### config.mk
export PLATFORM = sky130hd
export DESIGN_NAME = icache_fetch_responder
export DESIGN_NICKNAME = d
export VERILOG_FILES = /design/src/rtl/icache_fetch_responder.sv
export SDC_FILE = /design/constraint.sdc
export NUM_CORES = 2
export LEC_CHECK = 0
export BUFFER_PORTS_ARGS = -buffer_cell sky130_fd_sc_hd__buf_2
export CORE_MARGIN = 5
export CORE_UTILIZATION = 45
export DETAILED_ROUTE_END_ITERATION = 6
export PLACE_DENSITY = 0.59
export SYNTH_ARGS = -nofsm -noshare
export SYNTH_HDL_FRONTEND = slang
export SYNTH_SLANG_ARGS = --single-unit
### constraint.sdc
create_clock -name clk -period 27.8 [get_ports clk]
set_input_delay 4.17 -clock clk [delete_from_list [all_inputs] [get_ports clk]]
set_output_delay 4.17 -clock clk [all_outputs]
set_load 0.03 [all_outputs]
### src/rtl/icache_fetch_responder.sv
// Direct-mapped instruction cache responder: one line-aligned fetch per cycle,
// a single outstanding refill at a time, and flush/fence_i handling around that refill.
module icache_fetch_responder #(
  parameter int PC_WIDTH = 39,
  parameter int SETS     = 16
) (
  input  logic                clk,
  input  logic                rst_n,
  input  logic                i_ifu_icache_vld,
  input  logic [PC_WIDTH-1:0] i_ifu_icache_pc_addr,
  input  logic [1:0]          i_ifu_icache_id,
  input  logic                i_ifu_flush,
  input  logic                i_fence_i,
  output logic                o_icache_ifu_vld,
  output logic [1:0]          o_icache_ifu_id,
  output logic [127:0]        o_icache_ifu_data,
  output logic                o_icache_ifu_stall,
  output logic                o_mem_req_vld,
  output logic [PC_WIDTH-1:0] o_mem_req_addr,
  input  logic                i_mem_req_rdy,
  input  logic                i_mem_rsp_vld,
  input  logic [127:0]        i_mem_rsp_data
);

  localparam int IDXW  = $clog2(SETS);
  localparam int LINEW = PC_WIDTH - 4;
  localparam int TAGW  = LINEW - IDXW;

  typedef enum logic [1:0] {S_IDLE, S_REQ, S_WAIT} state_t;

  state_t              state_q, state_d;
  logic [SETS-1:0]     valid_q, valid_d;
  logic [TAGW-1:0]     tag_q  [SETS];
  logic [127:0]        data_q [SETS];
  logic                s1_vld_q, s1_vld_d;
  logic [LINEW-1:0]    s1_line_q, s1_line_d;
  logic [1:0]          s1_id_q, s1_id_d;
  logic [LINEW-1:0]    mem_line_q, mem_line_d;
  logic                mem_req_vld_q, mem_req_vld_d;
  logic                kill_q, kill_d;
  logic                fence_pend_q, fence_pend_d;
  logic                out_vld_q, out_vld_d;
  logic [1:0]          out_id_q, out_id_d;
  logic [127:0]        out_data_q, out_data_d;

  logic [IDXW-1:0]     s1_idx, fill_idx;
  logic [TAGW-1:0]     s1_tag, fill_tag;
  logic                s1_hit, s1_miss, stall, accept;
  logic                start_refill, finish_refill, fence_req, do_clear;
  logic                unused_pc_lsb;

  assign unused_pc_lsb = ^i_ifu_icache_pc_addr[3:0];

  assign s1_idx   = s1_line_q[IDXW-1:0];
  assign s1_tag   = s1_line_q[LINEW-1:IDXW];
  assign fill_idx = mem_line_q[IDXW-1:0];
  assign fill_tag = mem_line_q[LINEW-1:IDXW];

  assign s1_hit  = s1_vld_q & valid_q[s1_idx] & (tag_q[s1_idx] == s1_tag);
  assign s1_miss = s1_vld_q & ~s1_hit;
  assign stall   = s1_miss | (state_q != S_IDLE);
  assign accept  = i_ifu_icache_vld & ~stall & ~i_ifu_flush;

  assign start_refill  = (state_q == S_IDLE) & s1_miss & ~i_ifu_flush;
  assign finish_refill = (state_q == S_WAIT) & i_mem_rsp_vld;
  // A fence is deferred while a miss is being serviced and lands when the FSM returns to IDLE.
  assign fence_req     = i_fence_i | fence_pend_q;
  assign do_clear      = fence_req & (((state_q == S_IDLE) & ~start_refill) | finish_refill);

  always_comb begin
    state_d       = state_q;
    mem_req_vld_d = mem_req_vld_q;
    mem_line_d    = mem_line_q;
    case (state_q)
      S_IDLE: begin
        if (start_refill) begin
          state_d       = S_REQ;
          mem_req_vld_d = 1'b1;
          mem_line_d    = s1_line_q;
        end
      end
      S_REQ: begin
        if (i_mem_req_rdy) begin
          state_d       = S_WAIT;
          mem_req_vld_d = 1'b0;
        end
      end
      S_WAIT: begin
        if (i_mem_rsp_vld) state_d = S_IDLE;
      end
      default: state_d = S_IDLE;
    endcase
  end

  always_comb begin
    kill_d       = (state_q != S_IDLE) & (kill_q | i_ifu_flush) & ~finish_refill;
    fence_pend_d = fence_req & ~do_clear;

    valid_d = valid_q;
    if (finish_refill) valid_d[fill_idx] = 1'b1;
    if (do_clear) valid_d = '0;

    s1_vld_d  = s1_vld_q;
    s1_line_d = s1_line_q;
    s1_id_d   = s1_id_q;
    if (s1_hit) s1_vld_d = 1'b0;
    if (accept) begin
      s1_vld_d  = 1'b1;
      s1_line_d = i_ifu_icache_pc_addr[PC_WIDTH-1:4];
      s1_id_d   = i_ifu_icache_id;
    end
    if (finish_refill | i_ifu_flush) s1_vld_d = 1'b0;

    out_vld_d  = 1'b0;
    out_id_d   = out_id_q;
    out_data_d = out_data_q;
    if (!i_ifu_flush) begin
      if (s1_hit) begin
        out_vld_d  = 1'b1;
        out_id_d   = s1_id_q;
        out_data_d = data_q[s1_idx];
      end else if (finish_refill & ~kill_q & s1_vld_q) begin
        out_vld_d  = 1'b1;
        out_id_d   = s1_id_q;
        out_data_d = i_mem_rsp_data;
      end
    end
  end

  always_ff @(posedge clk or negedge rst_n) begin
    if (!rst_n) begin
      state_q       <= S_IDLE;
      valid_q       <= '0;
      s1_vld_q      <= 1'b0;
      s1_line_q     <= '0;
      s1_id_q       <= '0;
      mem_line_q    <= '0;
      mem_req_vld_q <= 1'b0;
      kill_q        <= 1'b0;
      fence_pend_q  <= 1'b0;
      out_vld_q     <= 1'b0;
      out_id_q      <= '0;
      out_data_q    <= '0;
    end else begin
      state_q       <= state_d;
      valid_q       <= valid_d;
      s1_vld_q      <= s1_vld_d;
      s1_line_q     <= s1_line_d;
      s1_id_q       <= s1_id_d;
      mem_line_q    <= mem_line_d;
      mem_req_vld_q <= mem_req_vld_d;
      kill_q        <= kill_d;
      fence_pend_q  <= fence_pend_d;
      out_vld_q     <= out_vld_d;
      out_id_q      <= out_id_d;
      out_data_q    <= out_data_d;
    end
  end

  // Line storage needs no reset: valid bits alone decide whether it is trusted.
  always_ff @(posedge clk) begin
    if (finish_refill) begin
      data_q[fill_idx] <= i_mem_rsp_data;
      tag_q[fill_idx]  <= fill_tag;
    end
  end

  assign o_icache_ifu_vld   = out_vld_q & ~i_ifu_flush;
  assign o_icache_ifu_id    = out_id_q;
  assign o_icache_ifu_data  = out_data_q;
  assign o_icache_ifu_stall = stall;
  assign o_mem_req_vld      = mem_req_vld_q;
  assign o_mem_req_addr     = {mem_line_q, 4'b0000};

endmodule

==> impl_metrics.json <==
{
  "run_status": "complete, no violations",
  "ctsLongestPathBuffers": 4,
  "ratio_of_cells_with_drive_above_1_in_the_final_layout_pct": 31.6,
  "cts_tree": "built",
  "endpoint_kind": "primary output",
  "ant_nets": 0,
  "hold_viol_final": 0,
  "synth_edf_count": 2544,
  "synth-seq-cells": 2769,
  "layout_worst_path_cycle_share_pct": 39.3,
  "maxCapViolations": 0,
  "worst_hold_path_type": "register to register",
  "global_route.usage.total_pct": 21.4,
  "leakage_nw": 40.0,
  "timing_worst_slew_pin_value_ns": 1.18,
  "synth_area_um2": 106000,
  "rows": 178,
  "htree_num_levels": 5,
  "worst_skew_pair.late_latency_ns": 0.93,
  "ctsResizeCount": 0,
  "finalNonFillerCells": 8481,
  "fp.dieArea_um2": 246000,
  "rsz0062_at_grt": "no",
  "via_count": 50100,
  "num_io_pins": 348,
  "grt_pass1_vias": 52400,
  "fmax_mhz": 91.5,
  "clock-root-buffer": "sky130_fd_sc_hd__clkbuf_16",
  "areaGrowthSynthToFinish_pct": 14.4,
  "detail_route.wl_per_cell_um": 31.0,
  "cts_hold_repair.buffers": 0,
  "ys.flop_type": "sky130_fd_sc_hd__edfxtp_1",
  "place.detailed.hpwl_mm": 129,
  "maxSlewHeadroom_pct": 21.3,
  "width_of_the_die_um": 496,
  "pin_count_of_the_biggest_net_entering_global_routing": 146,
  "cts-buffers-inserted": 308,
  "clock_tree_sinks": 2769,
  "first_pass_iters": 5,
  "post_detailed_route_drc_marker_count": 0,
  "initial_utilization_pct": 45.2,
  "overflow": 0,
  "proportion_of_synthesized_flip_flops_having_asynchronous_set_or_reset_pct": 8.13,
  "number_of_max_slew_violations_in_the_final_report": 0,
  "clock_period_minus_final_worst_setup_slack_ns": 10.93,
  "layout_common_cells": "sky130_fd_sc_hd__edfxtp_1 (2544), sky130_fd_sc_hd__mux4_2 (737), sky130_fd_sc_hd__buf_2 (338)",
  "final_net_count": 5257,
  "synth.yosys.warnings": 0,
  "area_of_the_placeable_core_um2": 235000,
  "synth_cell_types": 65,
  "synth_seq_area_share_pct": 77.1,
  "postCtsSetupRepairBufs": 0,
  "cp_data_required_time_ns": 23.63,
  "clk_transition_reported_paths_ns": 0.06,
  "ir_drop_worst_vdd_v": 0.0000905,
  "die_h_um": 496,
  "setup_viol": 0,
  "final_core_util_pct": 51.7,
  "power_density_nw_per_um2": 99.3,
  "critPathKind": "register to primary output",
  "worst_clock_skew_ns": 0.0506,
  "totalWireLength_mm": 263,
  "layout.cells.most_common": "sky130_fd_sc_hd__edfxtp_1",
  "dpl.cell_count": 7921,
  "detail_route.vias_per_cell": 5.90,
  "setup_tns_ns": 0,
  "place_congestion": 0.728,
  "drt_iter0_markers": 4579,
  "cp_max_fo": 54,
  "number_of_antenna_violations_at_the_first_check_in_global_routing": 54,
  "postSynthAreaPerCell_um2": 23.2,
  "worstSetupStartpointType": "register",
  "port_buffers": 339,
  "grt_pass1_wl_mm": 379,
  "synth_cells": 4589,
  "worst-endpoint-arrival_ns": 6.76
}
## power by group
part | internal (W) | switching, W | leakage, nW
clock | 0.00230 | 0.00157 | 4.67
sequential | 0.00486 | 0.000314 | 25.7
combinational | 0.00150 | 0.00154 | 9.58
total | 0.00866 | 0.00342 | 40.0
## worst max-delay path: stages (launching register included)
cell and delay, ns:
sky130_fd_sc_hd__dfrtp_4 0.99, sky130_fd_sc_hd__buf_4 0.82, sky130_fd_sc_hd__buf_4 0.63, sky130_fd_sc_hd__mux4_2 0.58, sky130_fd_sc_hd__mux2i_1 0.15, sky130_fd_sc_hd__mux2i_1 0.10
sky130_fd_sc_hd__xnor2_1 0.55, sky130_fd_sc_hd__nand4_1 0.29, sky130_fd_sc_hd__a2111oi_1 0.85, sky130_fd_sc_hd__nand4_4 0.36, sky130_fd_sc_hd__nand2_1 0.20, sky130_fd_sc_hd__nand2_1 0.06
sky130_fd_sc_hd__buf_2 0.18
## layout make-up
| type | count | area, um2 |
|---|---|---|
| inverter | 6 | 35.0 |
| antenna | 28 | 70.1 |
| clock inverter | 110 | 978 |
| fill | 18500 | 114000 |
| tap | 3150 | 3940 |
| clock buffer | 422 | 8560 |
| timing repair buffer | 436 | 2650 |
| multi-input combinational | 1560 | 23400 |
| sequential | 2769 | 82000 |
## layer usage
metal / up-vias / routed length (um) / GRT usage [%]
met5: - / 160 / 0
met4: 26 / 7170 / 6.00
met3: 471 / 17000 / 4.50
met2: 1566 / 133000 / 35.9
met1: 27500 / 106000 / 28.7
li1: 20500 / - / -
## per-stage QoR
step | setup slack, ns | total power (W) | hold WS (ns) | cell area (um2)
after floorplan | 11.51 | 0.00743 | 0.452 | 106000
after global placement | 17.75 | 0.00833 | 0.481 | 112000
after detailed placement | 17.82 | 0.00836 | 0.487 | 112000
after CTS | 16.78 | 0.0122 | 0.500 | 122000
after global routing | 16.63 | 0.0126 | 0.522 | 122000
final | 16.87 | 0.0121 | 0.501 | 122000
## kinds of logic after synthesis
| kind of cell | after synthesis | share of synthesized area [%] |
|---|---|---|
| flip-flops | 2769 | 77.1 |
| multiplexers | 917 | 17.4 |
| AND/OR/NAND/NOR | 388 | 2.28 |
| buffers and inverters | 263 | 1.05 |
| AO/OA/AOI/OAI | 208 | 1.80 |
| XOR/XNOR | 43 | 0.354 |
| other | 1 | 0.00353 |
## cells in the mapped netlist (4+ instances only)
library cell | n | area [um2]
sky130_fd_sc_hd__edfxtp_1 | 2544 | 76400
sky130_fd_sc_hd__mux4_2 | 737 | 16600
sky130_fd_sc_hd__dfrtp_1 | 225 | 5630
sky130_fd_sc_hd__clkbuf_1 | 150 | 563
sky130_fd_sc_hd__nand2b_1 | 133 | 832
sky130_fd_sc_hd__nand3b_1 | 130 | 976
sky130_fd_sc_hd__o211a_1 | 128 | 1280
sky130_fd_sc_hd__mux2i_1 | 94 | 941
sky130_fd_sc_hd__mux2_2 | 56 | 631
sky130_fd_sc_hd__buf_1 | 54 | 203
sky130_fd_sc_hd__nor2_1 | 48 | 180
sky130_fd_sc_hd__buf_2 | 32 | 160
sky130_fd_sc_hd__mux2_1 | 30 | 338
sky130_fd_sc_hd__xnor2_1 | 26 | 228
sky130_fd_sc_hd__nand2_1 | 22 | 82.6
sky130_fd_sc_hd__buf_4 | 18 | 135
sky130_fd_sc_hd__xor2_1 | 17 | 149
sky130_fd_sc_hd__a22oi_1 | 12 | 90.1
sky130_fd_sc_hd__nand3_1 | 10 | 50.1
sky130_fd_sc_hd__a221oi_1 | 8 | 70.1
sky130_fd_sc_hd__nor3_1 | 8 | 40.0
sky130_fd_sc_hd__nand4_1 | 7 | 43.8
sky130_fd_sc_hd__nor2b_1 | 7 | 43.8
sky130_fd_sc_hd__a21oi_1 | 6 | 30.0
sky130_fd_sc_hd__a22o_1 | 6 | 52.6
sky130_fd_sc_hd__o211ai_1 | 6 | 45.0
sky130_fd_sc_hd__o21ai_0 | 6 | 30.0
sky130_fd_sc_hd__and3_1 | 5 | 31.3
sky130_fd_sc_hd__o22ai_1 | 5 | 31.3
sky130_fd_sc_hd__inv_1 | 4 | 15.0
sky130_fd_sc_hd__o21ba_2 | 4 | 40.0
sky130_fd_sc_hd__or3_1 | 4 | 25.0
## sequential cells by signal (all words and copies together), names as in the netlist
signal,count
data_q,2048
fence_pend_q,1
kill_q,1
mem_line_q,35
o_icache_ifu_data,128
o_icache_ifu_id,2
o_mem_req_vld,1
out_vld_q,1
s1_id_q,2
s1_line_q,35
s1_vld_q,1
state_q,2
tag_q,496
valid_q,16
## final timing paths
| kind | from | end | slack, ns | cells past startpoint |
|---|---|---|---|---|
| worst max-delay path | s1_line_q[1] | o_icache_ifu_stall | 16.87 | 12 |
| worst max register to register | s1_line_q[1] | o_icache_ifu_data[11] | 19.27 | 14 |
| min in group asynchronous | rst_n | o_icache_ifu_data[18] | 3.28 | 1 |
| worst min-delay path | valid_q[0] | valid_q[0] | 0.50 | 2 |
| worst min register to register | valid_q[0] | valid_q[0] | 0.50 | 2 |
| max in group asynchronous | rst_n | s1_line_q[0] | 21.75 | 4 |
(Power assumes the default switching activity.)
